### src/rtl/mdu_issue_ctrl_pkg.sv
// Shared MDU definitions: op encodings, controller states and default latencies.
// The MDU datapath decodes the same constants, so both sides stay in step.
package mdu_issue_ctrl_pkg;

    localparam logic [5:0] MDU_NOP   = 6'h00;
    localparam logic [5:0] MDU_MFHI  = 6'h10;
    localparam logic [5:0] MDU_MTHI  = 6'h11;
    localparam logic [5:0] MDU_MFLO  = 6'h12;
    localparam logic [5:0] MDU_MTLO  = 6'h13;
    localparam logic [5:0] MDU_MULT  = 6'h18;
    localparam logic [5:0] MDU_MULTU = 6'h19;
    localparam logic [5:0] MDU_DIV   = 6'h1a;
    localparam logic [5:0] MDU_DIVU  = 6'h1b;

    localparam int MDU_MULT_LAT = 5;
    localparam int MDU_DIV_LAT  = 10;
    localparam int MDU_CNT_W    = 4;

    typedef enum logic [1:0] {
        IDLE     = 2'd0,
        MUL_WAIT = 2'd1,
        DIV_WAIT = 2'd2
    } mdu_state_e;

    function automatic logic is_mul(input logic [5:0] op);
        return (op == MDU_MULT) || (op == MDU_MULTU);
    endfunction

    function automatic logic is_div(input logic [5:0] op);
        return (op == MDU_DIV) || (op == MDU_DIVU);
    endfunction

endpackage

### src/rtl/mdu_issue_ctrl_if.sv
// Pipeline <-> MDU issue controller signal bundle.
// master = pipeline/MDU side driving stage status; slave = the controller.
interface mdu_issue_ctrl_if;

    logic       e_valid;
    logic [5:0] e_op;
    logic       d_valid;
    logic       d_mdu_use;
    logic       mdu_busy;
    logic [5:0] mdu_op;
    logic       stall;
    logic       err;

    modport master (
        output e_valid, e_op, d_valid, d_mdu_use, mdu_busy,
        input  mdu_op, stall, err
    );

    modport slave (
        input  e_valid, e_op, d_valid, d_mdu_use, mdu_busy,
        output mdu_op, stall, err
    );

endinterface

### src/rtl/mdu_lat_counter.sv
// Loadable down-counter tracking remaining MDU busy cycles.
// Latency: value reflects load/decrement one cycle after the request.
// Backpressure: none; load has priority over decrement.
module mdu_lat_counter #(
    parameter int CNT_W = 4
) (
    input  logic             clk,
    input  logic             reset,
    input  logic             load,
    input  logic [CNT_W-1:0] load_val,
    input  logic             dec,
    output logic [CNT_W-1:0] value,
    output logic             last
);

    logic [CNT_W-1:0] cnt_q;
    logic [CNT_W-1:0] cnt_d;

    always_comb begin
        cnt_d = cnt_q;
        if (load) begin
            cnt_d = load_val;
        end else if (dec && (cnt_q != '0)) begin
            cnt_d = cnt_q - CNT_W'(1);
        end
    end

    always_ff @(posedge clk) begin
        if (reset) begin
            cnt_q <= '0;
        end else begin
            cnt_q <= cnt_d;
        end
    end

    assign value = cnt_q;
    assign last  = (cnt_q == CNT_W'(1));

endmodule

### src/rtl/mdu_issue_ctrl.sv
// E-stage MDU issue controller: issues each op once and stalls D-stage MDU users.
// Latency: mdu_op/stall combinational in the issue cycle; err registered one cycle.
// Backpressure: holds issue while MDU busy or a mult/div is outstanding.
module mdu_issue_ctrl
    import mdu_issue_ctrl_pkg::*;
#(
    parameter int MULT_LAT = MDU_MULT_LAT,
    parameter int DIV_LAT  = MDU_DIV_LAT,
    parameter int CNT_W    = MDU_CNT_W
) (
    input  logic               clk,
    input  logic               reset,
    mdu_issue_ctrl_if.slave    bus
);

    mdu_state_e       state_q;
    mdu_state_e       state_d;
    logic             err_q;
    logic             err_d;
    logic             busy_idle_q;
    logic             busy_idle_d;

    logic             issue;
    logic             start;
    logic             cnt_load;
    logic [CNT_W-1:0] cnt_load_val;
    logic [CNT_W-1:0] cnt;
    logic             cnt_last;
    logic             waiting;

    assign waiting = (state_q != IDLE);

    // Reset gates issue so an op in E during reset never reaches the MDU twice.
    assign issue = bus.e_valid & ~waiting & ~bus.mdu_busy & ~reset;
    assign start = issue & (is_mul(bus.e_op) | is_div(bus.e_op));

    assign bus.mdu_op = issue ? bus.e_op : MDU_NOP;
    assign bus.stall  = ~reset & bus.d_valid & bus.d_mdu_use
                      & (waiting | start | bus.mdu_busy);
    assign bus.err    = err_q;

    always_comb begin
        state_d      = state_q;
        cnt_load     = 1'b0;
        cnt_load_val = '0;
        case (state_q)
            IDLE: begin
                if (start && is_mul(bus.e_op)) begin
                    state_d      = MUL_WAIT;
                    cnt_load     = 1'b1;
                    cnt_load_val = CNT_W'(MULT_LAT);
                end else if (start) begin
                    state_d      = DIV_WAIT;
                    cnt_load     = 1'b1;
                    cnt_load_val = CNT_W'(DIV_LAT);
                end
            end
            MUL_WAIT, DIV_WAIT: begin
                if (cnt_last) begin
                    state_d = IDLE;
                end
            end
            default: state_d = IDLE;
        endcase
    end

    // Busy with no outstanding op is tolerated for one cycle before flagging.
    always_comb begin
        busy_idle_d = ~waiting & (cnt == '0) & bus.mdu_busy;
        err_d       = err_q
                    | (waiting & ~bus.mdu_busy)
                    | (busy_idle_d & busy_idle_q);
    end

    always_ff @(posedge clk) begin
        if (reset) begin
            state_q     <= IDLE;
            err_q       <= 1'b0;
            busy_idle_q <= 1'b0;
        end else begin
            state_q     <= state_d;
            err_q       <= err_d;
            busy_idle_q <= busy_idle_d;
        end
    end

    mdu_lat_counter #(
        .CNT_W (CNT_W)
    ) u_lat_counter (
        .clk      (clk),
        .reset    (reset),
        .load     (cnt_load),
        .load_val (cnt_load_val),
        .dec      (waiting),
        .value    (cnt),
        .last     (cnt_last)
    );

endmodule

### src/flat_wrapper.sv
// flat-port wrapper written by rule: the top's interface ports become plain ports
module mdu_issue_ctrl_flat import mdu_issue_ctrl_pkg::*;
#(
    parameter int MULT_LAT = MDU_MULT_LAT,
    parameter int DIV_LAT  = MDU_DIV_LAT,
    parameter int CNT_W    = MDU_CNT_W
)
  (clk, reset, bus_e_valid, bus_e_op, bus_d_valid, bus_d_mdu_use, bus_mdu_busy, bus_mdu_op, bus_stall, bus_err);
  mdu_issue_ctrl_if bus_i ();
  input  logic clk;
  input  logic reset;
  input wire logic [$bits(bus_i.e_valid)-1:0] bus_e_valid;
  input wire logic [$bits(bus_i.e_op)-1:0] bus_e_op;
  input wire logic [$bits(bus_i.d_valid)-1:0] bus_d_valid;
  input wire logic [$bits(bus_i.d_mdu_use)-1:0] bus_d_mdu_use;
  input wire logic [$bits(bus_i.mdu_busy)-1:0] bus_mdu_busy;
  output wire logic [$bits(bus_i.mdu_op)-1:0] bus_mdu_op;
  output wire logic [$bits(bus_i.stall)-1:0] bus_stall;
  output wire logic [$bits(bus_i.err)-1:0] bus_err;
  assign bus_i.e_valid = bus_e_valid;
  assign bus_i.e_op = bus_e_op;
  assign bus_i.d_valid = bus_d_valid;
  assign bus_i.d_mdu_use = bus_d_mdu_use;
  assign bus_i.mdu_busy = bus_mdu_busy;
  assign bus_mdu_op = bus_i.mdu_op;
  assign bus_stall = bus_i.stall;
  assign bus_err = bus_i.err;
  mdu_issue_ctrl #(.MULT_LAT(MULT_LAT), .DIV_LAT(DIV_LAT), .CNT_W(CNT_W)) u_core (.clk(clk), .reset(reset), .bus(bus_i));
endmodule
### config.mk
export PLATFORM = sky130hd
export DESIGN_NAME = mdu_issue_ctrl_flat
export DESIGN_NICKNAME = d
export VERILOG_FILES = /design/src/rtl/mdu_issue_ctrl_pkg.sv /design/src/rtl/mdu_issue_ctrl_if.sv /design/src/rtl/mdu_lat_counter.sv /design/src/rtl/mdu_issue_ctrl.sv /design/src/flat_wrapper.sv
export SDC_FILE = /design/constraint.sdc
export NUM_CORES = 1
export LEC_CHECK = 0
export ABC_AREA = 1
export CAP_MARGIN = 20
export CORE_MARGIN = 5
export CORE_UTILIZATION = 47
export DETAILED_ROUTE_END_ITERATION = 10
export PLACE_DENSITY_LB_ADDON = 0.3
export SYNTH_ARGS = -nofsm -noshare
export SYNTH_HDL_FRONTEND = slang
export SYNTH_HIERARCHICAL = 1
export SYNTH_SLANG_ARGS = --single-unit
### constraint.sdc
create_clock -name clk -period 2.9 [get_ports clk]
set_input_delay 0.58 -clock clk [delete_from_list [all_inputs] [get_ports clk]]
set_output_delay 0.58 -clock clk [all_outputs]
set_load 0.05 [all_outputs]
# [Yosys cells after proc, flatten, opt, wreduce, memory -nomap -nowiden]
# Cells that the tools add are included.
[totals] word_cells=57 ff_bits=8
[classes] n_bitwise=19 n_eq_ne=9 reduce_logical=11 n_mux=13 n_addsub=1
[ops] cell="6-bit by 5-bit equality test with 1-bit output, second input constant" n=4
[ops] cell="4-bit 2-to-1 mux" n=5
[ops] cell="1-bit bitwise AND" n=11
[ops] cell="2-bit 2-to-1 mux" n=3
[ops] cell="6-bit 2-to-1 mux" n=1
[ops] cell="1-bit OR" n=5
[ops] cell="4-bit by 1-bit equality test with 1-bit output, second input constant" n=1
[ops] cell="4-bit logical NOT" n=1
[ops] cell="2-bit case mux with 2 select lines" n=1
[ops] cell="2-bit nonzero test" n=2
[ops] cell="4-bit nonzero test" n=1
[ops] cell="4-bit by 1-bit subtractor with 4-bit output, second input constant" n=1
[ops] cell="1-bit 2-to-1 mux" n=3
[ops] cell="3-bit by 1-bit inequality test with 1-bit output, second input constant" n=1
[ops] cell="1-bit NOT" n=3
[ops] cell="2-bit by 1-bit equality test with 1-bit output, second input constant" n=1
[ops] cell="2-bit equality test, second input constant" n=1
[ops] cell="1-bit logical AND" n=2
[ops] cell="2-bit logical NOT" n=1
[ops] cell="1-bit logical OR" n=2
[ops] cell="2-bit by 1-bit inequality test with 1-bit output, second input constant" n=1
[ops] cell="2-bit AND reduction" n=1
[ops] cell="2-bit OR reduction" n=1

# [Depth between registers and ports, before layout]
# Gate-level depths: netlist of run 1.
[depth] depth_word=10 ltp_mapped=11 depth_no_buf=11

# [By module]
# The synthesis of run 1 kept the hierarchy.
[modules_own_cells] mod="mdu_issue_ctrl" seq_area_each_um2=80.1 area_each_um2=321.6 cells_per_inst=53 instances=1
[modules_own_cells] mod="mdu_lat_counter" seq_area_each_um2=80.1 area_each_um2=296.5 cells_per_inst=41 instances=1

# [Worst setup path before layout of run 1]
# OpenSTA, ideal clock, no wires.
[synth_timing] kind="input to output" start="input port bus_mdu_busy" end="output port bus_mdu_op[0]" t_required_ns=2.320 arrival_time_ns=1.583 path_buffers=0 stages=5 path_slack_ns=0.737 path_cell_list="inv_1 > nand2_1 > nor2_4 > inv_1 > nor2_1"
[synth_between] elab_chain_cells=4
[synth_lines] element="from (decl)" line_no="flat_wrapper.sv:16" text="input wire logic [$bits(bus_i.mdu_busy)-1:0] bus_mdu_busy;"
[synth_lines] element="1-bit NOT" line_no="mdu_issue_ctrl.sv:34" text="assign issue = bus.e_valid & ~waiting & ~bus.mdu_busy & ~reset;"
[synth_lines] element="1-bit bitwise AND (2 in series)" line_no="mdu_issue_ctrl.sv:34"
[synth_lines] element="6-bit 2-to-1 mux" line_no="mdu_issue_ctrl.sv:37" text="assign bus.mdu_op = issue ? bus.e_op : MDU_NOP;"
[synth_lines] element="to (decl)" line_no="flat_wrapper.sv:17" text="output wire logic [$bits(bus_i.mdu_op)-1:0] bus_mdu_op;"
# No other way between the ends.

# [Worst setup path after layout of run 1]
[layout_timing] start="input port reset" end="output port bus_stall"
[layout_between] elab_chain_cells=6 elab_cells_between_ends=8 classes_between="bitwise: 8"
[layout_lines] element="from (decl)" line_no="flat_wrapper.sv:11" text="input logic reset;"
[layout_lines] element="1-bit NOT (*)" line_no="mdu_issue_ctrl.sv:34, mdu_issue_ctrl.sv:38"
[layout_lines] element="1-bit bitwise AND" line_no="mdu_issue_ctrl.sv:34"
[layout_lines] element="1-bit bitwise AND" line_no="mdu_issue_ctrl.sv:35" text="assign start = issue & (is_mul(bus.e_op) | is_div(bus.e_op));"
[layout_lines] element="1-bit OR (2 in series)" line_no="mdu_issue_ctrl.sv:39" text="& (waiting | start | bus.mdu_busy);"
[layout_lines] element="1-bit bitwise AND (*)" line_no="mdu_issue_ctrl.sv:39"
[layout_lines] element="to (decl)" line_no="flat_wrapper.sv:18" text="output wire logic [$bits(bus_i.stall)-1:0] bus_stall;"
# Mark *: on every way between the ends. The rest lies on a longest branch, timed or not.

==> impl_metrics.env, run 1 <==
export IMPL_powerDensity_nw_per_um2=277
export IMPL_critPathLaunch="reset"
export IMPL_row_count=13
export IMPL_final_hold_violation_count=0
export IMPL_grt_max_degree=8
export IMPL_holdBufCountCts=0
export IMPL_finalSetupViolCount=0
export IMPL_cts_sinks=8
export IMPL_final_antenna_net_count=0
export IMPL_rsz0062_at_grt="false"
export IMPL_synth_compound_area_share_pct=7.89
export IMPL_cp_required_ps=2320
export IMPL_post_route_util_pct=72.5
export IMPL_cts_tree="built"
export IMPL_finalCritPeriodShare_pct=86.6
export IMPL_maxCapViolCount=0
export IMPL_cts_inserted_buffers=3
export IMPL_path_cells="clkdlybuf4s50_1 -> inv_1 -> nand2_2 -> nor2_4 -> nand2_4 -> nand3_1 -> nand4_1 -> inv_1 -> buf_12"
export IMPL_r2r_start="u_core/state_q[0]$_SDFFE_PP0P_"
export IMPL_drv_slew=0
export IMPL_p_leak_nw=0.449
export IMPL_instances_no_fill=131
export IMPL_synthAdderAreaFrac_pct=6.07
export IMPL_ys_flop_type="dfxtp_1"
export IMPL_synth_cell_types=21
export IMPL_start_util_pct=48.7
export IMPL_layout_drive_gt1_share_pct=20.7
export IMPL_ys_seq_area_share_pct=25.9
export IMPL_die_h_um=46.3
export IMPL_cts_root_buf="clkbuf_4"
export IMPL_fmax_mhz=398
export IMPL_vdd_drop_max_mv=0.246
export IMPL_cp_common_cell="inv_1"
export IMPL_grt_pass1_wl_mm=2.26
export IMPL_syn_num_nets=109
export IMPL_place_inst=128
export IMPL_drt_iter0_drc=15
export IMPL_dpl_hpwl_mm=1.13
export IMPL_clock_latency_ps=240
export IMPL_routed_wl_mm=1.29
export IMPL_clock_skew_ps=0.188
export IMPL_cpMaxStageDelayCell="clkdlybuf4s50_1"
export IMPL_path_clk_slew_ps=50
export IMPL_start_kind="primary input"
export IMPL_tightest_slew_ps=489
export IMPL_outcome="completed"
export IMPL_drc=0
export IMPL_synth_enable_flop_cells=0
export IMPL_synth_mux_area_share_pct=0
export IMPL_port_buffers=19
export IMPL_path_class="primary input to primary output"
export IMPL_wl_per_cell_um=9.87
export IMPL_area_delta_synth_final_pct=48.8
export IMPL_core_area_um2=1270
export IMPL_antenna_found_initial=0
export IMPL_gp_congestion=0.789
export IMPL_async_flop_share_pct=0
export IMPL_max_stage_delay_ps=530
export IMPL_crit_path_end_kind="primary output"
export IMPL_synthXorXnorAreaFrac_pct=2.83
export IMPL_seq_area_um2=160
export IMPL_htreeDepth=1
export IMPL_dieArea_um2=2140
export IMPL_vias_per_cell=4.71
export IMPL_ys_seq_elements=8
export IMPL_die_w_um=46.3
export IMPL_vias=617
export IMPL_syn_area_um2=618
export IMPL_cts_buffer_depth=2
export IMPL_path_delay_family="buffers and inverters"
export IMPL_drtPass1Iterations=4
export IMPL_grt_pass1_vias=612
export IMPL_hold_path_class="flop to flop"
export IMPL_synth_simple_area_share_pct=43.9
export IMPL_avgSynthCellArea_um2=6.58
export IMPL_synth_top_family_by_area="simple AND/OR/NAND/NOR gates"
export IMPL_multi_input_area_um2=375
export IMPL_finalNetCount=133
export IMPL_cts_resized_gates=0
export IMPL_tns_ps=0
export IMPL_cts_setup_buffers=0
export IMPL_final_fill_count=98
export IMPL_antennaDiodeCount=0
export IMPL_overflow=0
export IMPL_ios=20
export IMPL_grt_usage_pct=14.8
export IMPL_yosys_warnings=6
export IMPL_path_max_fanout=7
export IMPL_cp_data_arrival_time_ps=1930
export IMPL_synthCells=94
export IMPL_path_buf_inv=4
export IMPL_min_delay_start="u_core/busy_idle_q$_SDFF_PP0_"
export IMPL_relSlewSlack_pct=67.3
export IMPL_total_power_mw=0.255
export IMPL_period_needed_ps=2510
-- cell families (layout without fill, tap and decap cells) --
group / count (synthesis) / count (layout)
simple gates: 50 / 50
buf+inv: 22 / 44
compound gates: 9 / 9
flops: 8 / 8
fa+ha+maj: 3 / 3
xor+xnor: 2 / 2
-- final cells by class --
class	instances	share of cell area [%]
multi-input combinational	64	40.8
timing repair buffer	19	28.3
sequential	8	17.4
inverter	22	8.98
clock buffer	3	2.45
tap	15	2.04
-- synthesized netlist by cell type (2+ instances only) --
master   instances  area, um2
nand3_1          5       25.0
inv_2            2       7.51
nor2_4           3       33.8
nand2_4          3       33.8
nor2_2           2       12.5
inv_1           20       75.1
ha_1             3       37.5
nand3_2          2       20.0
nor2_1          11       41.3
a21oi_1          5       25.0
nand2_1         18       67.6
dfxtp_1          8        160
xor2_1           2       17.5
o21ai_0          3       15.0
-- worst paths after layout --
check | cells past startpoint | to | slack, ps
max | 9 | bus_stall | 390
min | 2 | u_core/bus.err$_SDFF_PP0_ | 440
max reg2reg | 10 | u_core/u_lat_counter/value[3]$_SDFFE_PP0P_ | 1310
min reg2reg | 2 | u_core/bus.err$_SDFF_PP0_ | 440
-- metrics by stage --
| step | area, um2 | hold WS [ps] | worst slack [ps] |
|---|---|---|---|
| after floorplan | 618 | 418 | 737 |
| after global placement | 897 | 439 | 423 |
| after detailed placement | 897 | 442 | 373 |
| after CTS | 920 | 451 | 373 |
| after global routing | 920 | 478 | 310 |
| final | 920 | 443 | 390 |
-- registers in the layout, summed over array words and instances (netlist names) --
register	flops
u_core/busy_idle_q	1
u_core/u_lat_counter/value	4
u_core/bus.err	1
u_core/state_q	2
-- metal layers --
layer	vias up	GRT usage (%)	part of all wire, %
met4	0	3.41	0
met1	269	15.7	44
met2	17	26.9	51
met3	0	5.86	5.0
li1	331	-	-
met5	-	0	0
-- power by group --
group	switching, mW	internal (mW)	leakage, nW
logic	0.0321	0.0308	0.371
clock network	0.0311	0.0469	0.0138
registers	0.00129	0.113	0.0649
-- worst min-delay path, delay by kind of cell, from the launching register on --
kind | cells | cell delay (ps)
DFF | 1 | 290
AOI/OAI and AO/OA | 1 | 50
and+or+nand+nor | 1 | 50
-- cell usage in the layout (no fill, tap or decap), drive strengths merged --
master,count
clkdlybuf4s50,12
nor4,1
or2,1
xor2,2
o21ai,3
ha,3
nor3b,1
clkbuf,3
nand4,1
a21oi,6
buf,7
dfxtp,8
nand2,22
nor2,16
inv,22
nor3,1
nand3,7
(Power assumes the default switching activity.)
==> run 2: changes to the inputs <==
--- a/config.mk
+++ b/config.mk
@@ -7,8 +7,10 @@
 export LEC_CHECK = 0
 export ABC_AREA = 1
 export CAP_MARGIN = 20
+export CELL_PAD_IN_SITES_DETAIL_PLACEMENT = 1
+export CELL_PAD_IN_SITES_GLOBAL_PLACEMENT = 1
 export CORE_MARGIN = 5
-export CORE_UTILIZATION = 47
+export CORE_UTILIZATION = 32
 export DETAILED_ROUTE_END_ITERATION = 10
 export PLACE_DENSITY_LB_ADDON = 0.3
 export SYNTH_ARGS = -nofsm -noshare
==> run 2 against run 1 <==
Sequential power about the same. Count of clock-buffer cells in the layout unchanged. Wire length grew 44%. Via count up 2.6%. Sequential share of layout area down 0.37 points. Maximum frequency rose by 4.2%. Die area up 36%. Critical path depth did not move. Clock power increased by 15%. Clock skew increased by 2.4 ps. Non-clock buffer count rose by 1. Power is 5.7% higher.
==> impl_metrics.env, run 2 (synthesis results as in run 1) <==
export IMPL_setup_slack_ps=491
export IMPL_critPathLaunch="bus_mdu_busy"
export IMPL_total_power_mw=0.269
export IMPL_path_clk_slew_ps=60
export IMPL_cp_data_arrival_time_ps=1830
export IMPL_layout_drive_gt1_share_pct=21.4
export IMPL_largest_reg_flops=4
export IMPL_htreeDepth=1
export IMPL_final_fill_count=222
export IMPL_relSlewSlack_pct=66.7
export IMPL_cp_required_ps=2320
export IMPL_overflow=0
export IMPL_die_h_um=54.0
export IMPL_grt_pass1_vias=664
export IMPL_drtPass1Iterations=6
export IMPL_r2r_slack_ps=1250
export IMPL_grtUsageMet1_pct=16.3
export IMPL_tightest_slew_ps=498
export IMPL_post_place_ws_ps=484
export IMPL_final_antenna_net_count=0
export IMPL_reg2reg_depth=10
export IMPL_whs_path_depth=2
export IMPL_vias_per_cell=4.46
export IMPL_cts_tree="built"
export IMPL_cts_buffer_depth=2
export IMPL_cts_root_buf="clkbuf_4"
export IMPL_reg2reg_to="u_core/u_lat_counter/value[3]$_SDFFE_PP0P_"
export IMPL_cts_inserted_buffers=3
export IMPL_instances_no_fill=142
export IMPL_rsz0062_at_grt="false"
export IMPL_final_hold_violation_count=0
export IMPL_layout_commonest_cell="inv_1"
export IMPL_tns_ps=0
export IMPL_die_w_um=54.0
export IMPL_vias=633
export IMPL_p_leak_nw=0.454
export IMPL_finalNetCount=134
export IMPL_path_max_fanout=5
export IMPL_cts_sinks=8
export IMPL_place_inst=139
export IMPL_holdBufCountCts=0
export IMPL_path_class="primary input to primary output"
export IMPL_start_util_pct=34.7
export IMPL_cp_endpoint="bus_stall"
export IMPL_maxCapViolCount=0
export IMPL_outcome="completed"
export IMPL_crit_path_end_kind="primary output"
export IMPL_fmax_mhz=415
export IMPL_core_area_um2=1780
export IMPL_grt_busiest_layer="met2"
export IMPL_grt_max_degree=7
export IMPL_use_met2_pct=27.8
export IMPL_grt_use_met3_pct=2.49
export IMPL_finalCritPeriodShare_pct=83.1
export IMPL_ios=20
export IMPL_powerDensity_nw_per_um2=286
export IMPL_grt_pass1_wl_mm=3.02
export IMPL_dpl_hpwl_mm=1.57
export IMPL_vdd_drop_max_mv=0.159
export IMPL_clock_latency_ps=250
export IMPL_gp_congestion=0.784
export IMPL_cts_setup_buffers=0
export IMPL_clock_skew_ps=2.57
export IMPL_antennaDiodeCount=0
export IMPL_hold_path_class="flop to flop"
export IMPL_finalSetupViolCount=0
export IMPL_cts_resized_gates=0
export IMPL_drt_iter0_drc=9
export IMPL_routed_wl_mm=1.87
export IMPL_drv_slew=0
export IMPL_antenna_found_initial=0
export IMPL_wl_per_cell_um=13.1
export IMPL_start_kind="primary input"
export IMPL_row_count=15
export IMPL_period_needed_ps=2410
export IMPL_port_buffers=19
export IMPL_drc=0
export IMPL_r2r_start="u_core/state_q[0]$_SDFFE_PP0P_"
export IMPL_grt_usage_pct=14.8
export IMPL_dieArea_um2=2910
export IMPL_mostFrequentLayoutCells="20 x inv_1, 18 x nand2_1, 12 x clkdlybuf4s50_1"
export IMPL_area_delta_synth_final_pct=52.0
[run 2: metrics by stage]
| stage | hold WS, ps | util [%] | cell area [um2] |
|---|---|---|---|
| floorplan | 418 | - | 618 |
| global placement | 432 | 51.4 | 917 |
| detailed placement | 445 | 51.4 | 917 |
| CTS | 453 | 52.7 | 940 |
| global route | 475 | 52.7 | 940 |
| finish | 451 | 52.7 | 940 |
[run 2: report_power, final]
group | internal (mW) | total (mW) | switching (mW) | leakage, nW
sequential | 0.112 | 0.113 | 0.00134 | 0.0649
combinational | 0.0317 | 0.0657 | 0.0341 | 0.375
clock | 0.0477 | 0.0899 | 0.0422 | 0.0138
total | 0.191 | 0.269 | 0.0776 | 0.454
[run 2: area by class of cell]
class	instances	area, um2	area share (%)
flip-flops and latches	8	160	17.0
well taps	25	31.3	3.33
repair buffers	20	268	28.5
multi-input cells	64	375	39.9
inverters	22	82.6	8.79
clock buffers	3	22.5	2.40
[run 2: worst min path at each step]
stage / slack [ps] / from / to
after detailed placement: 440 / u_core/busy_idle_q$_SDFF_PP0_ / u_core/bus.err$_SDFF_PP0_
final: 450 / u_core/busy_idle_q$_SDFF_PP0_ / u_core/bus.err$_SDFF_PP0_
after global routing: 470 / u_core/busy_idle_q$_SDFF_PP0_ / u_core/bus.err$_SDFF_PP0_
after floorplan: 420 / u_core/busy_idle_q$_SDFF_PP0_ / u_core/bus.err$_SDFF_PP0_
after CTS: 450 / u_core/busy_idle_q$_SDFF_PP0_ / u_core/bus.err$_SDFF_PP0_
after global placement: 430 / u_core/busy_idle_q$_SDFF_PP0_ / u_core/bus.err$_SDFF_PP0_
[run 2: worst max-delay path, stage by stage]
cell and delay (ps):
clkdlybuf4s50_1 420, inv_1 100, nand2_1 100, nor2_4 120, nand2_4 90, nand3_1 90, nand4_1 80, inv_1 100
buf_12 140
[run 2: per-layer routing]
layer,routed length (um),vias up
li1,-,333
met1,794,292
met2,1020,6
met3,37,2
met4,10,0
met5,0,-
==> run 3: changes to the inputs <==
--- a/config.mk
+++ b/config.mk
@@ -10,7 +10,7 @@
 export CELL_PAD_IN_SITES_DETAIL_PLACEMENT = 1
 export CELL_PAD_IN_SITES_GLOBAL_PLACEMENT = 1
 export CORE_MARGIN = 5
-export CORE_UTILIZATION = 32
+export CORE_UTILIZATION = 27
 export DETAILED_ROUTE_END_ITERATION = 10
 export PLACE_DENSITY_LB_ADDON = 0.3
 export SYNTH_ARGS = -nofsm -noshare
==> constraint.sdc (replaced) <==
create_clock -name clk -period 1.95 [get_ports clk]
set_input_delay 0.39 -clock clk [delete_from_list [all_inputs] [get_ports clk]]
set_output_delay 0.39 -clock clk [all_outputs]
set_load 0.05 [all_outputs]
==> run 3 against run 2 <==
Die area rose by 15%. Utilization fell by 3.0 points. Largest power group unchanged. Via count increased by 8.8%. Worst hold slack better by 23 ps. Non-clock buffer count rose by 9. Global-route usage shrank 1.8 points. Count of clock-buffer cells in the layout unchanged. Sequential power increased by 50%. Combinational power increased by 83%.
==> impl_metrics.env, run 3 (synthesis results as in run 1) <==
export IMPL_layout_commonest_cell="nand2_1"
export IMPL_crit_path_end_kind="primary output"
export IMPL_whs_path_depth=2
export IMPL_port_buffers=19
export IMPL_cts_tree="built"
export IMPL_setup_slack_ps=29.4
export IMPL_r2r_start="u_core/state_q[0]$_SDFFE_PP0P_"
export IMPL_overflow=0
export IMPL_antenna_found_initial=0
export IMPL_die_h_um=57.8
export IMPL_start_util_pct=28.2
export IMPL_drt_iter0_drc=5
export IMPL_post_place_ws_ps=-82.2
export IMPL_drc=0
export IMPL_largest_reg_flops=4
export IMPL_place_inst=146
export IMPL_grt_max_degree=7
export IMPL_dpl_hpwl_mm=1.48
export IMPL_antennaDiodeCount=0
export IMPL_dieArea_um2=3350
export IMPL_grt_usage_pct=12.9
export IMPL_min_to="u_core/bus.err$_SDFF_PP0_"
export IMPL_cts_root_buf="clkbuf_4"
export IMPL_instances_no_fill=154
export IMPL_maxCapViolCount=0
export IMPL_vias_per_cell=4.47
export IMPL_wl_per_cell_um=12.4
export IMPL_rsz0062_at_grt="true"
export IMPL_final_antenna_net_count=0
export IMPL_path_class="flop to primary output"
export IMPL_core_area_um2=2190
export IMPL_relSlewSlack_pct=67.4
export IMPL_critPathLaunch="u_core/state_q[0]$_SDFFE_PP0P_"
export IMPL_path_max_fanout=6
export IMPL_drv_slew=0
export IMPL_finalCritPeriodShare_pct=98.5
export IMPL_grt_pass1_wl_mm=3.35
export IMPL_reg2reg_to="u_core/u_lat_counter/value[3]$_SDFFE_PP0P_"
export IMPL_finalSetupViolCount=0
export IMPL_layout_drive_gt1_share_pct=40.5
export IMPL_holdBufCountCts=0
export IMPL_powerDensity_nw_per_um2=379
export IMPL_htreeDepth=1
export IMPL_cp_data_arrival_time_ps=1530
export IMPL_area_delta_synth_final_pct=76.3
export IMPL_cp_required_ps=1560
export IMPL_cts_inserted_buffers=3
export IMPL_ios=20
export IMPL_fmax_mhz=521
export IMPL_tightest_slew_ps=488
export IMPL_final_hold_violation_count=0
export IMPL_clock_latency_ps=250
export IMPL_cts_sinks=8
export IMPL_total_power_mw=0.413
export IMPL_vdd_drop_max_mv=0.189
export IMPL_finalNetCount=143
export IMPL_min_delay_start="u_core/busy_idle_q$_SDFF_PP0_"
export IMPL_r2r_slack_ps=510
export IMPL_routed_wl_mm=1.91
export IMPL_mostFrequentLayoutCells="17 x nand2_1, 12 x inv_1"
export IMPL_die_w_um=57.8
export IMPL_path_clk_slew_ps=50
export IMPL_period_needed_ps=1920
export IMPL_start_kind="flop"
export IMPL_cts_buffer_depth=2
export IMPL_hold_path_class="flop to flop"
export IMPL_gp_congestion=0.816
export IMPL_drtPass1Iterations=4
export IMPL_reg2reg_depth=10
export IMPL_row_count=17
export IMPL_outcome="completed"
export IMPL_p_leak_nw=0.502
export IMPL_post_route_util_pct=49.7
export IMPL_vias=689
export IMPL_grt_pass1_vias=783
export IMPL_clock_skew_ps=6.30
[run 3: cell types whose count changed in the layout (fill, tap and decap cells not counted), sizes merged]
cell,previous run,this run
buf,8,17
clkdlybuf4s50,12,9
clkinvlp,0,1
dlygate4sd2,0,3
inv,22,21
[run 3: where the power goes]
part	leakage [nW]	total (mW)	internal (mW)	switching [mW]
clock network	0.0138	0.125	0.0703	0.0543
registers	0.0654	0.169	0.167	0.00217
logic	0.423	0.120	0.0584	0.0612
total	0.502	0.413	0.296	0.118
[run 3: layout make-up]
type | count | area (um2)
well taps | 28 | 35.0
inverters | 22 | 86.3
flip-flops and latches | 8 | 161
multi-input cells | 64 | 440
repair buffers | 29 | 344
fillers | 280 | 1100
clock buffers | 3 | 22.5
[run 3: what timing repair did]
item | 4_1_cts | 5_1_grt
gates resized for setup | 24 | 4
buffers inserted | 2 | 3
pin swaps | 3 | 6
endpoints found under the setup margin | 7 | 7
[run 3: worst max path at each step]
stage,cells past startpoint,endpoint,slack (ps)
after CTS,8,bus_mdu_op[1],9
after global placement,7,bus_mdu_op[1],-50
after global routing,8,bus_mdu_op[3],-60
after detailed placement,7,bus_mdu_op[3],-80
final,8,bus_mdu_op[3],30
after floorplan,6,bus_mdu_op[0],50
[run 3: worst max-delay path, stage by stage, from the launching register on]
cell and delay (ps):
dfxtp_2 320, inv_2 60, ha_4 160, nand2_4 50, nor2_4 150, clkinvlp_4 120
buf_12 150, nor2_4 120, buf_12 140
[run 3: stage by stage]
| stage | hold WS [ps] | setup TNS (ps) | area, um2 |
|---|---|---|---|
| final | 474 | 0 | 1090 |
| after global routing | 505 | -251 | 1090 |
| after CTS | 463 | 0 | 1060 |
| after detailed placement | 455 | -457 | 951 |
| after global placement | 439 | -247 | 951 |
| after floorplan | 418 | 0 | 618 |
[run 3: layer usage]
layer | track usage, % | share of wire [%]
met1 | 14.1 | 42
met5 | 0 | 0
met4 | 7.95 | 1.4
met2 | 22.9 | 51
met3 | 2.45 | 5.7
